===== src/rtl/axil_ic_pkg.sv =====
// Shared AXI-Lite interconnect definitions, used by both the read and write address decoders.
package axil_ic_pkg;

    typedef enum logic [1:0] {
        IDLE = 2'd0,
        HAND = 2'd1,
        RESP = 2'd2
    } axil_state_e;

endpackage


===== src/rtl/axil_addr_match.sv =====
// Combinational region match with lowest-index priority; bit NUMBER_SLAVE flags a decode miss.
module axil_addr_match #(
    parameter int NUMBER_SLAVE = 4,
    parameter int AXI_ADDR_WIDTH = 32,
    parameter logic [AXI_ADDR_WIDTH-1:0] AXI_ADDR_OFFSET [NUMBER_SLAVE] = '{default: '0},
    parameter logic [AXI_ADDR_WIDTH-1:0] AXI_ADDR_RANGE [NUMBER_SLAVE] = '{default: AXI_ADDR_WIDTH'(1)}
) (
    input  logic [AXI_ADDR_WIDTH-1:0] addr,
    output logic [NUMBER_SLAVE:0]     hit
);

    logic [NUMBER_SLAVE-1:0] raw_hit;
    logic                    taken;

    // One extra bit on the upper bound keeps a region ending at the top of the map from wrapping to 0.
    always_comb begin
        raw_hit = '0;
        for (int i = 0; i < NUMBER_SLAVE; i++) begin
            raw_hit[i] = ({1'b0, addr} >= {1'b0, AXI_ADDR_OFFSET[i]}) &&
                         ({1'b0, addr} <  ({1'b0, AXI_ADDR_OFFSET[i]} + {1'b0, AXI_ADDR_RANGE[i]}));
        end
    end

    always_comb begin
        hit   = '0;
        taken = 1'b0;
        for (int i = 0; i < NUMBER_SLAVE; i++) begin
            if (raw_hit[i] && !taken) begin
                hit[i] = 1'b1;
                taken  = 1'b1;
            end
        end
        if (!taken) begin
            hit[NUMBER_SLAVE] = 1'b1;
        end
    end

endmodule


===== src/rtl/axil_decoder_addr_wr.sv =====
// AXI-Lite write-path decoder: latches a one-hot route on AW and holds it until the B response.
// Optional response watchdog enabled by defining AXIL_DEC_WR_TIMEOUT_EN.
module axil_decoder_addr_wr
    import axil_ic_pkg::*;
#(
    parameter int NUMBER_SLAVE = 4,
    parameter int AXI_ADDR_WIDTH = 32,
    parameter logic [AXI_ADDR_WIDTH-1:0] AXI_ADDR_OFFSET [NUMBER_SLAVE] = '{default: '0},
    parameter logic [AXI_ADDR_WIDTH-1:0] AXI_ADDR_RANGE [NUMBER_SLAVE] = '{default: AXI_ADDR_WIDTH'(1)},
    parameter int TIMEOUT_CYCLES = 1024
) (
    input  logic                      aclk,
    input  logic                      areset,
    input  logic [AXI_ADDR_WIDTH-1:0] addr,
    input  logic                      m_axil_awvalid,
    input  logic                      m_axil_awready,
    input  logic                      m_axil_wvalid,
    input  logic                      m_axil_wready,
    input  logic                      m_axil_bvalid,
    input  logic                      m_axil_bready,
    output logic [NUMBER_SLAVE:0]     slv_valid,
    output logic                      aw_open,
    output logic                      w_open,
    output logic                      timeout
);

    if (TIMEOUT_CYCLES < 1) begin : g_bad_timeout
        $error("TIMEOUT_CYCLES must be at least 1");
    end

    axil_state_e           state, state_nxt;
    logic [NUMBER_SLAVE:0] hit;
    logic [NUMBER_SLAVE:0] slv_nxt;
    logic                  aw_nxt, w_nxt;
    logic                  aw_hs, w_hs, b_hs;
    logic                  wd_expire;

    axil_addr_match #(
        .NUMBER_SLAVE   (NUMBER_SLAVE),
        .AXI_ADDR_WIDTH (AXI_ADDR_WIDTH),
        .AXI_ADDR_OFFSET(AXI_ADDR_OFFSET),
        .AXI_ADDR_RANGE (AXI_ADDR_RANGE)
    ) u_match (
        .addr(addr),
        .hit (hit)
    );

    assign aw_hs = aw_open && m_axil_awvalid && m_axil_awready;
    assign w_hs  = w_open && m_axil_wvalid && m_axil_wready;
    assign b_hs  = m_axil_bvalid && m_axil_bready;

    // Route is captured only from IDLE, so addr changes during HAND/RESP never disturb it.
    always_comb begin
        state_nxt = state;
        slv_nxt   = slv_valid;
        aw_nxt    = aw_open;
        w_nxt     = w_open;
        case (state)
            IDLE: begin
                if (m_axil_awvalid) begin
                    state_nxt = HAND;
                    slv_nxt   = hit;
                    aw_nxt    = 1'b1;
                    w_nxt     = 1'b1;
                end
            end
            HAND: begin
                if (aw_hs) aw_nxt = 1'b0;
                if (w_hs)  w_nxt  = 1'b0;
                if (!aw_nxt && !w_nxt) state_nxt = RESP;
            end
            RESP: begin
                if (b_hs || wd_expire) begin
                    state_nxt = IDLE;
                    slv_nxt   = '0;
                end
            end
            default: begin
                state_nxt = IDLE;
                slv_nxt   = '0;
                aw_nxt    = 1'b0;
                w_nxt     = 1'b0;
            end
        endcase
    end

    always_ff @(posedge aclk) begin
        if (areset) begin
            state     <= IDLE;
            slv_valid <= '0;
            aw_open   <= 1'b0;
            w_open    <= 1'b0;
        end else begin
            state     <= state_nxt;
            slv_valid <= slv_nxt;
            aw_open   <= aw_nxt;
            w_open    <= w_nxt;
        end
    end

`ifdef AXIL_DEC_WR_TIMEOUT_EN
    localparam int CNT_W = (TIMEOUT_CYCLES > 2) ? $clog2(TIMEOUT_CYCLES) : 1;
    localparam logic [CNT_W-1:0] CNT_LAST = CNT_W'(TIMEOUT_CYCLES - 1);

    logic [CNT_W-1:0] wd_cnt;

    // Counts RESP cycles; leaving RESP (or never entering it) holds the count at zero.
    always_ff @(posedge aclk) begin
        if (areset || state != RESP) begin
            wd_cnt <= '0;
        end else begin
            wd_cnt <= wd_cnt + 1'b1;
        end
    end

    assign wd_expire = (state == RESP) && (wd_cnt == CNT_LAST);
`else
    assign wd_expire = 1'b0;
`endif

    // A B handshake arriving in the expiry cycle wins; no abort is signalled then.
    assign timeout = wd_expire && !b_hs;

endmodule


===== config.mk =====
export PLATFORM = sky130hd
export DESIGN_NAME = axil_decoder_addr_wr
export DESIGN_NICKNAME = d
export VERILOG_FILES = /design/src/rtl/axil_ic_pkg.sv /design/src/rtl/axil_addr_match.sv /design/src/rtl/axil_decoder_addr_wr.sv
export SDC_FILE = /design/constraint.sdc
export NUM_CORES = 1
export LEC_CHECK = 0
export CAP_MARGIN = 10
export CORE_UTILIZATION = 25
export CTS_BUF_LIST = sky130_fd_sc_hd__clkbuf_4
export CTS_CLUSTER_SIZE = 12
export DETAILED_ROUTE_END_ITERATION = 10
export PLACE_DENSITY = 0.79
export RECOVER_POWER = 100
export SKIP_LAST_GASP = 1
export SYNTH_ARGS = -nofsm -noshare
export SYNTH_HDL_FRONTEND = slang
export SYNTH_SLANG_ARGS = --single-unit
export TNS_END_PERCENT = 30

===== constraint.sdc =====
create_clock -name aclk -period 1.2 [get_ports aclk]
set_input_delay 0.24 -clock aclk [delete_from_list [all_inputs] [get_ports aclk]]
set_output_delay 0.24 -clock aclk [all_outputs]
set_load 0.01 [all_outputs]

* Yosys cells after proc, flatten, opt, wreduce, memory -nomap -nowiden
Cells that the tools add are included.
** Operators by class
- Order comparisons :: 1
- Equal/unequal tests :: 5
- Multiplexer cells :: 22
- Bitwise operators :: 2
- Reduce and logical (&&, ||, !) cells :: 18
** Operators by type and width (number)
- $lt A32 B1 Y1 const B :: 1
- $pmux W5 S3 :: 1
- $mux W1 :: 13
- $mux W5 :: 2
- $logic_and A1 B1 Y1 :: 9
- $mux W2 :: 3
- $ne A2 B2 Y1 const B :: 3
- $pmux W1 S3 :: 2
- $pmux W2 S3 :: 1
- $reduce_and A3 Y1 :: 2
- $logic_not A1 Y1 :: 5
- $eq A2 B1 Y1 const B :: 1
- $eq A2 B2 Y1 const B :: 1
- $logic_not A2 Y1 :: 1
- $not A1 Y1 :: 2
- $reduce_and A2 Y1 :: 1
** Word-level totals
- Bits in registers :: 9
- Bits of input ports :: 40
- Output and inout bits :: 8
- Logic and storage cells :: 52

* Logic depth before layout (Yosys ltp)
- Depth after elaboration :: 14
- Gate-level depth with buffers :: 4
- Gate-level depth less buffers :: 4

* Cells and area by module
A second synthesis with hierarchy kept.
** Second synthesis, totals
- Cell total of the unflattened synthesis :: 63
- Area total of the unflattened synthesis :: 550.5 µm²
** Modules (own cells, without submodules)
- axil_decoder_addr_wr :: times used 1, cells each 46, area an instance 437.9 µm², seq. area each 180.2 µm²
- axil_addr_match :: times used 1, cells each 17, area an instance 112.6 µm², seq. area each 0.0 µm²

* Least setup slack after synthesis
No wires, ideal clock.
- Path type :: reg-to-reg
- Start :: register state[0]
- End :: register slv_valid[0]
- Library setup time :: 117 ps
- Arrival time :: 863 ps
- Data required time :: 1083 ps
- Path slack :: 220 ps
- Stages on the path, launching flop included :: 5
- Buffers on the path :: 0
- Clock period less this slack :: 980 ps
- Path through :: dfxtp_1 > nor2b_2 > or2_1 > a21oi_2 > a32o_2
** Between the ends
- Word-level cells in the longest chain between the ends :: 3
- Elaborated cells between the ends (all ways) :: 8
- Classes of those cells :: 4 x eq/ne; 1 x mux; 1 x bitwise; 2 x reduce/logical
** RTL lines
- start: declaration :: line axil_decoder_addr_wr.sv:31 : axil_state_e state, state_nxt;
- start signal: assignment :: line axil_decoder_addr_wr.sv:94 : state <= state_nxt;
- $eq A2 B2 Y1 (tied with other cells) :: line axil_decoder_addr_wr.sv:58 : case (state)
- $ne A2 B2 Y1 (no source line) or $not A1 Y1 (tied branches)
- $reduce_and A3 Y1 (no source line)
- end signal: assignment :: line axil_decoder_addr_wr.sv:95 : slv_valid <= slv_nxt;
- end: declaration :: line axil_decoder_addr_wr.sv:21 : output logic [NUMBER_SLAVE:0] slv_valid,
Several ways; a longest one is shown, not always the timed one.
A chain may end at the register's enable or synchronous reset.

* Worst setup path after layout
- Start :: register w_open
- End :: output port w_open
** RTL lines
- start: declaration :: line axil_decoder_addr_wr.sv:23 : output logic w_open,
- start signal: assignment :: line axil_decoder_addr_wr.sv:97 : w_open <= w_nxt;
No word-level cell between the ends.

==> flow_summary.ini <==
[routing]
ant_nets = 0
first_pass_iters = 3
vias = 508
wl_mm = 1.34
drt-initial-drc-count = 6
drc = 0
via_per_inst = 4.66
post_drt_wl_per_cell_um = 12.3

[synth]
synthXorXnorAreaFrac = 0
yosys.area_share.adder = 0
synth_top_family_by_area = simple AND/OR/NAND/NOR gates
syn_area_um2 = 372
synth_area_leaders = dfxtp_1 (32%), nor4_1 (13%), buf_4 (8.1%)
syn_area_per_cell_um2 = 8.26
yosys.area.top_type = dfxtp_1
ys_async_sr_fraction = 0
ys_ff_latch = 6
netlist.area_leader.share = 0.323
synth_cell_types = 19
synth_mux_area_frac = 0
synthFlopType = dfxtp_1
synth-simple-area-share = 0.374
synth.most_common_cell = nor4_1
synth_compound_area_frac = 0.212
yosysWarnings = 0
synth_edf_count = 0
syn_inst = 45
synth_common_cells = nor4_1 (8), dfxtp_1 (6), nor2_1 (6)
synth-seq-area-share = 0.323

[power]
seqPwrFrac = 0.343
clkPwrFrac = 0.279
peakVddDrop_uv = 471
total_power_mw = 0.681
power_density_mw_per_mm2 = 798
pwr-share-comb = 0.377
swShare = 0.245
switchingPower_mw = 0.167
p_int_mw = 0.514
p_leak_nw = 0.344

[sta]
drv_slew = 0
fin_crit_ns = 1.36
clock.fmax_mhz = 734
hold_ws_ns = 0.480
rsz0062_at_grt = true
post-route-period-util = 1.14
fin_worst_skew_ns = 0.000343
setup_viol = 4
finalWorstSetupSlack_ns = -0.163
hold_violations = 0
tns_ns = -0.353

[cells_and_area]
area_growth_syn_to_layout_pct = 130
finish.net_count = 136
final_util = 0.640
diodes = 0
final_layout_size_suffix_gt1_frac = 0.138

[place]
portBuffers = 43
post-place-ws_ns = -0.292
gp_congestion = 0.684
dpl.hpwl_mm = 1.18

[floorplanning]
initial_core_util = 0.279
rows = 13
pin_count = 48
die_y_um = 40.6
die_area_mm2 = 0.00164
core-area_mm2 = 0.00133
die_x_um = 40.6

[setup_path]
slowest_delay_ns = 0.54
worstPathRequired_ns = 0.96
crit_family = buffers and inverters
critPathKind = reg -> out
critPathLaunch = w_open
cp_max_fo = 3
cp.arrival_ns = 1.12
crit_chain = clkdlybuf4s50_1
slowest_stage = clkdlybuf4s50_1
r2r-start = state[0]
crit_buf_inv = 1
startpoint_type = flop
end_kind = output port

[clocking]
holdBufCountCts = 0
cts_tree = done
cts_setup_buffers = 0
cts_buffers = 3
clk_pin_slew_ns = 0.05
clkLatencyLatePin_ns = 0.24
cts_root_buf = clkbuf_4
clock_sinks = 6
h-tree-depth = 1
clock_path_buffers = 2

[run_status]
failed_checks = negative setup slack
run_status = finished, violations left

[global_routing]
grtUsageTotal = 0.180
grt_pass1_vias = 466
grt_remaining_overflow = 0
grt_antenna_before_repair = 0
grt_max_degree = 9
grt_pass1_wl_mm = 1.86

[min_path]
hold_class = reg -> reg
holdCritStartpoint = slv_valid[4]

[run]
cap_violations = 0
## final cells by class
class	count	area, um^2
repair buffers	47	462
clock buffers	3	22.5
well taps	15	18.8
flip-flops and latches	6	120
fillers	111	480
multi-input cells	38	230
## timing repair
action,4_1_cts,5_1_grt
gates cloned,0,0
endpoints found under the setup margin,6,5
endpoints found under the hold margin,0,0
gates resized for setup,1,1
## path summary, 6_finish.rpt
check                 endpoint  slack [ns]  cells past startpoint
setup reg to reg  slv_valid[4]        0.19                      4
hold reg to reg   slv_valid[4]        0.48                      1
setup / recovery        w_open       -0.16                      1
hold / removal    slv_valid[4]        0.48                      1
## metal layers
layer	wire length, um	track usage	vias to the layer above	part of all wire
met5	0	0	-	0
met4	12	0.0833	0	0.0089
met3	47	0.0778	2	0.035
met2	721	0.317	12	0.54
met1	559	0.178	227	0.42
li1	-	-	267	-
## cell usage in the layout, fill, tap and decap left out
cell type        instances
a32o_2                   1
a21bo_2                  2
nor2_1                   6
o22a_2                   2
nor4_1                   8
nand2_1                  3
buf_4                    3
nor3_1                   1
dfxtp_1                  6
nand3b_1                 1
clkbuf_4                 4
dlygate4sd2_1            1
nand4b_1                 1
nand4_1                  2
dlymetal6s4s_1           1
o2bb2ai_1                1
a21oi_2                  1
or2_1                    1
a21oi_1                  2
conb_1                   4
clkdlybuf4s50_1         41
nor2b_1                  2
## stage by stage
step	cells	cell area, um^2
2_1_floorplan	48	383
3_3_place_gp	106	832
3_5_place_dp	106	832
4_1_cts	109	853
5_1_grt	109	853
6_report	109	853
## cell families after synthesis
group                  Yosys count
and+or+nand+nor                 25
buffers and inverters            4
DFF                              6
AOI/OAI and AO/OA                9
other                            1
## power groups by stage
stage,sequential [mW],combinational [mW],clock (mW)
final,0.234,0.257,0.190
after global routing,0.235,0.276,0.213
after CTS,0.234,0.258,0.196
after detailed placement,0.238,0.257,0
after global placement,0.238,0.253,0
after floorplan,0.242,0.0811,0
## sequential cells by signal, indices dropped and copies added, names as in the netlist
| signal | flops |
|---|---|
| aw_open | 1 |
| state | 2 |
| w_open | 1 |
| slv_valid | 2 |
Power figures use the tool's default switching activity.
